==> src/rtl/nibble_add_seq.sv <==
// ---------------------------------------------------------------------------
// nibble_add_seq
//
// Sequences a wide add (W = 4*NIBBLES bits) onto one shared, external 4-bit
// combinational adder. Each clock feeds the adder one nibble, starting with
// the least significant nibble. The nibble sum and carry come back in the
// same cycle and are registered. The finished result is flagged by a
// one-cycle done pulse.
//
// Parameters:
//   NIBBLES   number of 4-bit slices per operand (1..16)
//
// Optional build macro:
//   NIBBLE_ADD_SEQ_OVF_EN  adds output ovf, the two's-complement overflow
//                          of the W-bit add
//
// Ports:
//   clk       in   rising-edge clock
//   rst_n     in   asynchronous active-low reset
//   start     in   request, accepted only in IDLE
//   a, b      in   W-bit operands, sampled on accept
//   c_in      in   carry-in, sampled on accept
//   busy      out  high while the nibble loop runs
//   done      out  one-cycle pulse, result valid
//   sum       out  W-bit result, held until next accept
//   c_out     out  carry out of the top nibble, held until next accept
//   ovf       out  (macro only) signed overflow, held with sum
//   add_x     out  nibble of A to the shared adder
//   add_y     out  nibble of B to the shared adder
//   add_cin   out  running carry to the shared adder
//   add_s     in   adder nibble sum (combinational, same cycle)
//   add_cout  in   adder carry out (combinational, same cycle)
// ---------------------------------------------------------------------------
module nibble_add_seq #(
  parameter int NIBBLES = 4
) (
  input  logic                 clk,
  input  logic                 rst_n,
  input  logic                 start,
  input  logic [4*NIBBLES-1:0] a,
  input  logic [4*NIBBLES-1:0] b,
  input  logic                 c_in,
  output logic                 busy,
  output logic                 done,
  output logic [4*NIBBLES-1:0] sum,
  output logic                 c_out,
`ifdef NIBBLE_ADD_SEQ_OVF_EN
  output logic                 ovf,
`endif
  output logic [3:0]           add_x,
  output logic [3:0]           add_y,
  output logic                 add_cin,
  input  logic [3:0]           add_s,
  input  logic                 add_cout
);

  localparam int W    = 4 * NIBBLES;
  // The nibble index needs at least one bit, even when NIBBLES = 1.
  localparam int IDXW = (NIBBLES > 1) ? $clog2(NIBBLES) : 1;

  typedef enum logic [1:0] {
    IDLE = 2'd0,
    RUN  = 2'd1,
    DONE = 2'd2
  } state_t;

  state_t          state_reg, state_next;
  logic [W-1:0]    a_reg, a_next;
  logic [W-1:0]    b_reg, b_next;
  logic [W-1:0]    sum_reg, sum_next;
  logic            carry_reg, carry_next;
  logic            c_out_reg, c_out_next;
  logic [IDXW-1:0] idx_reg, idx_next;
`ifdef NIBBLE_ADD_SEQ_OVF_EN
  logic            ovf_reg, ovf_next;
`endif

  // -------------------------------------------------------------------------
  // State and datapath registers
  // -------------------------------------------------------------------------
  always_ff @(posedge clk or negedge rst_n) begin
    if (!rst_n) begin
      state_reg <= IDLE;
      a_reg     <= '0;
      b_reg     <= '0;
      sum_reg   <= '0;
      carry_reg <= 1'b0;
      c_out_reg <= 1'b0;
      idx_reg   <= '0;
`ifdef NIBBLE_ADD_SEQ_OVF_EN
      ovf_reg   <= 1'b0;
`endif
    end else begin
      state_reg <= state_next;
      a_reg     <= a_next;
      b_reg     <= b_next;
      sum_reg   <= sum_next;
      carry_reg <= carry_next;
      c_out_reg <= c_out_next;
      idx_reg   <= idx_next;
`ifdef NIBBLE_ADD_SEQ_OVF_EN
      ovf_reg   <= ovf_next;
`endif
    end
  end

  // -------------------------------------------------------------------------
  // Next-state logic and adder drive
  // -------------------------------------------------------------------------
  always_comb begin
    state_next = state_reg;
    a_next     = a_reg;
    b_next     = b_reg;
    sum_next   = sum_reg;
    carry_next = carry_reg;
    c_out_next = c_out_reg;
    idx_next   = idx_reg;
`ifdef NIBBLE_ADD_SEQ_OVF_EN
    ovf_next   = ovf_reg;
`endif
    add_x      = 4'h0;
    add_y      = 4'h0;
    add_cin    = 1'b0;

    case (state_reg)
      IDLE: begin
        if (start) begin
          state_next = RUN;
          a_next     = a;
          b_next     = b;
          carry_next = c_in;
          idx_next   = '0;
          // The previous result is dropped as soon as a new request is taken.
          sum_next   = '0;
          c_out_next = 1'b0;
`ifdef NIBBLE_ADD_SEQ_OVF_EN
          ovf_next   = 1'b0;
`endif
        end
      end

      RUN: begin
        // The loop decodes the index into constant slices. This avoids a
        // variable part-select whose offset width would depend on NIBBLES.
        for (int i = 0; i < NIBBLES; i++) begin
          if (idx_reg == IDXW'(i)) begin
            add_x                = a_reg[4*i +: 4];
            add_y                = b_reg[4*i +: 4];
            sum_next[4*i +: 4]   = add_s;
          end
        end
        add_cin    = carry_reg;
        carry_next = add_cout;
        idx_next   = idx_reg + 1'b1;

        if (idx_reg == IDXW'(NIBBLES - 1)) begin
          c_out_next = add_cout;
`ifdef NIBBLE_ADD_SEQ_OVF_EN
          // Signed overflow is the carry into the sign bit XOR the carry out
          // of it. The carry into bit W-1 is recovered as a ^ b ^ s at that
          // bit position.
          ovf_next   = add_cout ^ (a_reg[W-1] ^ b_reg[W-1] ^ add_s[3]);
`endif
          state_next = DONE;
        end
      end

      DONE: begin
        // Always return to IDLE. A start seen here is not queued.
        state_next = IDLE;
      end

      default: begin
        state_next = IDLE;
      end
    endcase
  end

  // -------------------------------------------------------------------------
  // Outputs: status is a decode of the registered state, and results come
  // straight from their holding registers.
  // -------------------------------------------------------------------------
  assign busy  = (state_reg == RUN);
  assign done  = (state_reg == DONE);
  assign sum   = sum_reg;
  assign c_out = c_out_reg;
`ifdef NIBBLE_ADD_SEQ_OVF_EN
  assign ovf   = ovf_reg;
`endif

endmodule

==> config.mk <==
export PLATFORM = sky130hd
export DESIGN_NAME = nibble_add_seq
export DESIGN_NICKNAME = d
export VERILOG_FILES = /design/src/rtl/nibble_add_seq.sv
export SDC_FILE = /design/constraint.sdc
export NUM_CORES = 1
export LEC_CHECK = 0
export BUFFER_PORTS_ARGS = -buffer_cell sky130_fd_sc_hd__buf_2
export CORE_MARGIN = 2
export CORE_UTILIZATION = 40
export CTS_CLUSTER_DIAMETER = 50
export DETAILED_ROUTE_END_ITERATION = 16
export PLACE_DENSITY_LB_ADDON = 0.12
export SKIP_LAST_GASP = 1
export SLEW_MARGIN = 5
export SYNTH_ARGS = -nofsm -noshare
export SYNTH_HDL_FRONTEND = slang
export SYNTH_SLANG_ARGS = --single-unit
export TNS_END_PERCENT = 50
==> constraint.sdc <==
create_clock -name clk -period 1.7 [get_ports clk]
set_input_delay 0 -clock clk [delete_from_list [all_inputs] [get_ports clk]]
set_output_delay 0 -clock clk [all_outputs]
set_load 0.02 [all_outputs]
==> run_results.csv, run 1 <==
group,metric,value,unit
route,drc_errors,0,
flow_run,max_cap_violations,0,
floorplanning,boundaryPins,69,
synthesis,synthTopCellsByArea,"dfrtp_1 55%, mux2_2 12%, a32o_1 5.3%",
final_layout,area_growth,51.0,%
power_and_ir_drop,ir_drop,1140,uV
floorplanning,die_area,6730,sq um
sta,fmax,0.536,GHz
global_routing,grt_max_degree,40,
status,status,"finished, violations left",
final_layout,final_cell_mix,"63 x buf_2, 52 x dfrtp_1, 37 x dlygate4sd3_1",
route,route.antenna.remaining_nets,0,
critical_path,worstPathMaxFanout,9,
synthesis,yosys.area.top_type_share,55.5,%
floorplanning,rows,28,
place,port-buffer-count,68,
critical_path,path_delay_family,"buffers and inverters",
synthesis,synth.distinct_cells,31,
global_routing,track_usage,20.3,%
route,drt_iter0_drc,55,
sta,setup_viol,11,
power_and_ir_drop,power.leakage,1.67,nW
clock_tree,clock-sinks,54,
sta,finalCritPeriodShare,110,%
clock_tree,cts.path.max_buffers,2,
synthesis,yosys.area.top_type,"dfrtp_1",
sta,rsz0062_at_grt,"true",
critical_path,cp.required,1.70,ns
synthesis,syn-cell-area,2430,sq um
sta,worst_slack,-0.165,ns
route,wl_per_cell,16.8,microns
global_routing,grt_pass1_vias,2044,
route,viasPerCell,5.23,
clock_tree,h-tree-depth,2,
critical_path,crit_chain,"buf_4, ha_2, buf_6, o41ai_4, buf_4",
final_layout,antenna_cells,0,
final_layout,final_common_cell,"buf_2",
final_layout,nFillCells,480,
critical_path,cpMostUsedCell,"buf_4",
sta,slew_headroom,66.0,%
clock_tree,cts_tree,"done",
clock_tree,cts_buffers,5,
sta,final_max_slew_viol_count,0,
status,violations,"negative setup slack",
critical_path,crit_type,"reg2out",
sta,worstMarginPinSlew,0.510,ns
floorplanning,start_util,41.4,%
synthesis,synth_cells,182,
synthesis,syn-mean-instance-area,13.4,sq um
global_routing,grt_pass1_wl,10.1,mm
worst_hold_path,hp-class,"in2reg",
place,place_ws,0.0101,ns
sta,fin_worst_skew,0.00467,ns
floorplanning,die_h,82.0,microns
synthesis,yosysSeqAreaShare,55.5,%
synthesis,synth_nets,227,
clock_tree,insertion_delay,0.31,ns
clock_tree,cts-root-buf,"clkbuf_8",
critical_path,worst_path_max_delay_cell,"dfrtp_2",
critical_path,crit_buf_inv,3,
route,drt-total-wl,6.35,mm
global_routing,grt-ovfl-total,0,
clock_tree,clk_pin_slew,0.10,ns
sta,final.min_clock_period,1.87,ns
place,gp_congestion,0.716,
critical_path,critPathArrivalTime,1.87,ns
floorplanning,core_area,5890,sq um
critical_path,worstSetupStartpointType,"flop",
sta,finalHoldViolCount,0,
critical_path,crit_path_end_kind,"output port",
route,vias,1973,
place,dp_hpwl,4.12,mm
final_layout,drive_gt1_share,50.7,%
floorplanning,die_w,82.0,microns
critical_path,slowest_delay,0.48,ns
power_and_ir_drop,p_per_area,1890,nW/um^2
sta,holdWs,0.00411,ns
final_layout,nNetsFinal,346,
synthesis,yosysWarnings,0,
global_routing,antenna_found_initial,0,
route,dr.pass1.iters,4,
synthesis,ys_ff_latch,54,
worst reg2reg max path, delay by kind of cell, from the launching register on:
| kind | cells | cell delay, ns |
|---|---|---|
| fa+ha+maj | 1 | 0.19 |
| flops | 1 | 0.48 |
| compound gates | 2 | 0.38 |
| buf+inv | 3 | 0.45 |
| simple gates | 1 | 0.15 |
power by group:
part | internal (W) | leakage (nW) | switching (W)
combinational | 0.00190 | 0.970 | 0.00195
clock | 0.000291 | 0.0441 | 0.000445
sequential | 0.00189 | 0.660 | 0.000474
worst paths after layout:
check | start | endpoint | slack, ns | cells after the start
max | idx_reg[0] | add_x[0] | -0.17 | 5
min | add_s[1] | sum[1] | 0.004 | 2
max reg2reg | idx_reg[0] | sum[14] | -0.05 | 7
min reg2reg | carry_reg | carry_reg | 0.49 | 2
max in group asynchronous | rst_n | b_reg[9] | 0.83 | 3
min in group asynchronous | rst_n | sum[10] | 0.18 | 2
metal layers:
layer,global-route usage (%),up-vias,wire (microns)
met3,3.96,6,284
met4,6.67,0,83
met2,35.6,55,3260
li1,-,924,-
met1,25.1,988,2720
met5,0,-,0
stage by stage:
stage | setup TNS, ns | instance area, sq um | utilization (%) | power [W] | instances
4_1_cts | -0.935 | 3670 | 62.4 | 0.00692 | 377
6_report | -1.18 | 3680 | 62.5 | 0.00695 | 377
3_5_place_dp | 0 | 2930 | 49.8 | 0.00537 | 326
3_3_place_gp | 0 | 2930 | 49.8 | 0.00533 | 326
2_1_floorplan | -0.394 | 2440 | - | 0.00435 | 182
5_1_grt | -2.08 | 3680 | 62.5 | 0.00741 | 377
cell usage after synthesis:
cell type  number
nor3_1          1
a21oi_1         3
clkbuf_1        3
nor2_1          1
a221oi_1        7
a21o_1          1
o31ai_1         1
a22oi_1         1
ha_1            4
o21bai_1        1
nor3b_2         1
mux2_2         26
o21ai_0         2
buf_4           2
dfrtp_1        54
nand2_1         5
nor2b_1        11
inv_2           1
o41ai_1         3
o41ai_2         4
and2_1          1
buf_2           7
nand2b_1        1
a21oi_2         2
a32o_1         13
inv_1           3
mux2_1          6
a22o_1          8
nand3_1         7
buf_6           1
buf_1           1
cells by family (layout without fill, tap and decap cells):
kind of cell / after synthesis / in the layout / share of synthesized area, %
multiplexers: 32 / 32 / 14.8
AO/OA/AOI/OAI: 46 / 46 / 17.5
AND/OR/NAND/NOR: 28 / 28 / 6.42
buffers and inverters: 18 / 138 / 3.75
adder cells (fa/ha/maj): 4 / 4 / 2.06
flip-flops: 54 / 54 / 55.5
layout make-up:
type,count,area (sq um),share of cell area [%]
flip-flops and latches,54,1350,36.8
repair buffers,126,927,25.2
multi-input cells,110,1190,32.4
clock inverters,3,21.3,0.578
well taps,75,93.8,2.55
inverters,4,20.0,0.544
clock buffers,5,68.8,1.87
what timing repair did:
action | in CTS | in global routing
endpoints found under the hold margin | 56 | 0
setup buffers | 6 | 0
pin swaps | 11 | 0
setup endpoints to repair | 9 | 14
hold buffers | 37 | 0
gates resized for setup | 46 | 3
Power figures use the tool's default switching activity.
==> inputs of run 2 (changes only) <==
- CORE_UTILIZATION: 40 -> 45
- MAX_ROUTING_LAYER: not set -> met4
==> run 2 against run 1 <==
The run still ends with negative setup slack left. Fmax is 0.79% higher. Register-to-register slack better by 0.28 ns. First-iteration DRC count is 13% higher. Critical path depth is 3 higher. Sequential power is 3% lower. Setup slack better by 0.015 ns. Count of clock-buffer cells in the layout is 2 higher. Clock power is 7.6% lower. Die area is 11% lower. Via count is 0.76% higher. Clock skew is 0.0050 ns higher. Largest cell class unchanged.
==> run_results.csv, run 2 (synthesis gave the netlist of run 1 again) <==
group,metric,value,unit
clock_tree,clk_pin_slew,0.09,ns
final_layout,final_common_cell,"buf_2",
floorplanning,start_util,47.1,%
place,dp_hpwl,3.82,mm
final_layout,antenna_cells,0,
clock_tree,cts-root-buf,"clkbuf_8",
global_routing,grt-ovfl-total,0,
critical_path,crit_buf_inv,4,
critical_path,cp.required,1.70,ns
critical_path,r2r_end,"a_reg[11]",
clock_tree,insertion_delay,0.30,ns
power_and_ir_drop,power.leakage,1.67,nW
sta,finalCritPeriodShare,109,%
sta,worstMarginPinSlew,0.595,ns
floorplanning,die_w,77.6,microns
route,route.antenna.remaining_nets,0,
critical_path,crit_chain,"inv_2, ha_4, nor2b_4, buf_6, buf_4, a221oi_2, o41ai_2, buf_2",
global_routing,antenna_found_initial,0,
floorplanning,die_h,77.6,microns
final_layout,postLayoutCellArea,3620,sq um
sta,finalHoldViolCount,0,
critical_path,critPathArrivalTime,1.85,ns
sta,fmax,0.540,GHz
worst_hold_path,whs_path_depth,2,
clock_tree,cts.path.max_buffers,2,
place,placed_area,2940,sq um
floorplanning,rows,26,
critical_path,regToRegSetupSlack,0.23,ns
global_routing,grt_pass1_wl,9.86,mm
critical_path,slowest_delay,0.42,ns
final_layout,utilization,69.9,%
place,port-buffer-count,68,
worst_hold_path,min_from,"add_s[0]",
final_layout,final_cell_mix,"65 x buf_2, 53 x dfrtp_1, 37 x dlygate4sd3_1",
final_layout,nNetsFinal,348,
clock_tree,h-tree-depth,2,
clock_tree,cts_buffers,5,
final_layout,nFillCells,389,
sta,holdWs,0.0122,ns
critical_path,crit_path_end_kind,"output port",
critical_path,crit_type,"reg2out",
route,dr.pass1.iters,4,
global_routing,track_usage,21.4,%
sta,worst_slack,-0.151,ns
worst_hold_path,hp-class,"in2reg",
sta,rsz0062_at_grt,"true",
sta,final.min_clock_period,1.85,ns
critical_path,worst_path_max_delay_cell,"dfrtp_1",
status,violations,"negative setup slack",
final_layout,area_growth,48.5,%
sta,final_max_slew_viol_count,0,
sta,fin_worst_skew,0.00963,ns
route,vias,1988,
critical_path,worstPathMaxFanout,4,
floorplanning,die_area,6010,sq um
route,drc_errors,0,
global_routing,grt_max_degree,30,
final_layout,drive_gt1_share,49.2,%
route,drt-total-wl,6.02,mm
route,wl_per_cell,16.1,microns
route,drt_iter0_drc,62,
sta,slew_headroom,60.3,%
clock_tree,cts_tree,"done",
critical_path,reg2reg_from,"state_reg[0]",
power_and_ir_drop,p_per_area,1870,nW/um^2
sta,setup_viol,9,
status,status,"finished, violations left",
power_and_ir_drop,ir_drop,977,uV
floorplanning,boundaryPins,69,
critical_path,r2r_cells,3,
clock_tree,clock-sinks,54,
route,viasPerCell,5.33,
worst_hold_path,whs_endpoint,"sum[0]",
critical_path,path_delay_family,"buffers and inverters",
critical_path,worstSetupStartpointType,"flop",
floorplanning,core_area,5170,sq um
global_routing,grt_pass1_vias,2004,
flow_run,max_cap_violations,0,
place,gp_congestion,0.763,
-- run 2: cell types whose count changed in the layout (fill, tap and decap cells not counted), sizes merged --
cell | previous run | this run
clkbuf | 5 | 7
clkinv | 2 | 0
clkinvlp | 1 | 0
buf | 89 | 91
-- run 2: cell type report --
cell class,count,area (sq um),area share [%]
sequential,54,1350,37.4
tap,70,87.6,2.42
inverter,4,17.5,0.484
multi-input combinational,110,1130,31.2
timing repair buffer,128,952,26.3
clock buffer,7,76.3,2.11
-- run 2: worst max-delay path by stage --
stage                     startpoint  endpoint  cells past startpoint
after CTS                 idx_reg[0]  add_x[1]                      6
after global placement    idx_reg[0]  add_y[2]                      7
after global routing      idx_reg[0]  add_y[2]                      8
after floorplan           idx_reg[0]  add_x[1]                      6
final                     idx_reg[1]  add_y[0]                      8
after detailed placement  idx_reg[0]  add_y[2]                      7
-- run 2: power by group --
group / internal [W] / total, W / switching (W) / leakage (nW)
Combinational: 0.00186 / 0.00375 / 0.00189 / 0.975
Sequential: 0.00189 / 0.00231 / 0.000423 / 0.661
Clock: 0.000285 / 0.000679 / 0.000395 / 0.0383
Total: 0.00403 / 0.00674 / 0.00271 / 1.67
-- run 2: per-stage QoR --
stage / power [W] / setup TNS (ns) / worst slack (ns) / instances
2_1_floorplan: 0.00435 / -0.394 / -0.197 / 182
3_3_place_gp: 0.00529 / 0 / 0.124 / 319
3_5_place_dp: 0.00536 / 0 / 0.101 / 319
4_1_cts: 0.00627 / -0.892 / -0.134 / 364
5_1_grt: 0.00718 / -1.78 / -0.240 / 373
6_report: 0.00674 / -0.988 / -0.151 / 373
-- run 2: timing repair --
item / 4_1_cts / 5_1_grt
resized for setup: 13 / 21
endpoints found under the hold margin: 63 / 0
pin swaps: 8 / 6
hold buffers: 37 / 0
cloned: 0 / 0
setup buffers: 1 / 9
endpoints found under the setup margin: 9 / 9
-- run 2: per-layer routing --
| layer | up-vias | share of wire [%] | GRT usage (%) |
|---|---|---|---|
| li1 | 929 | - | - |
| met1 | 999 | 44 | 28.4 |
| met2 | 56 | 51 | 34.2 |
| met3 | 4 | 4.3 | 3.72 |
| met4 | 0 | 0.70 | 6.07 |
| met5 | - | 0 | - |
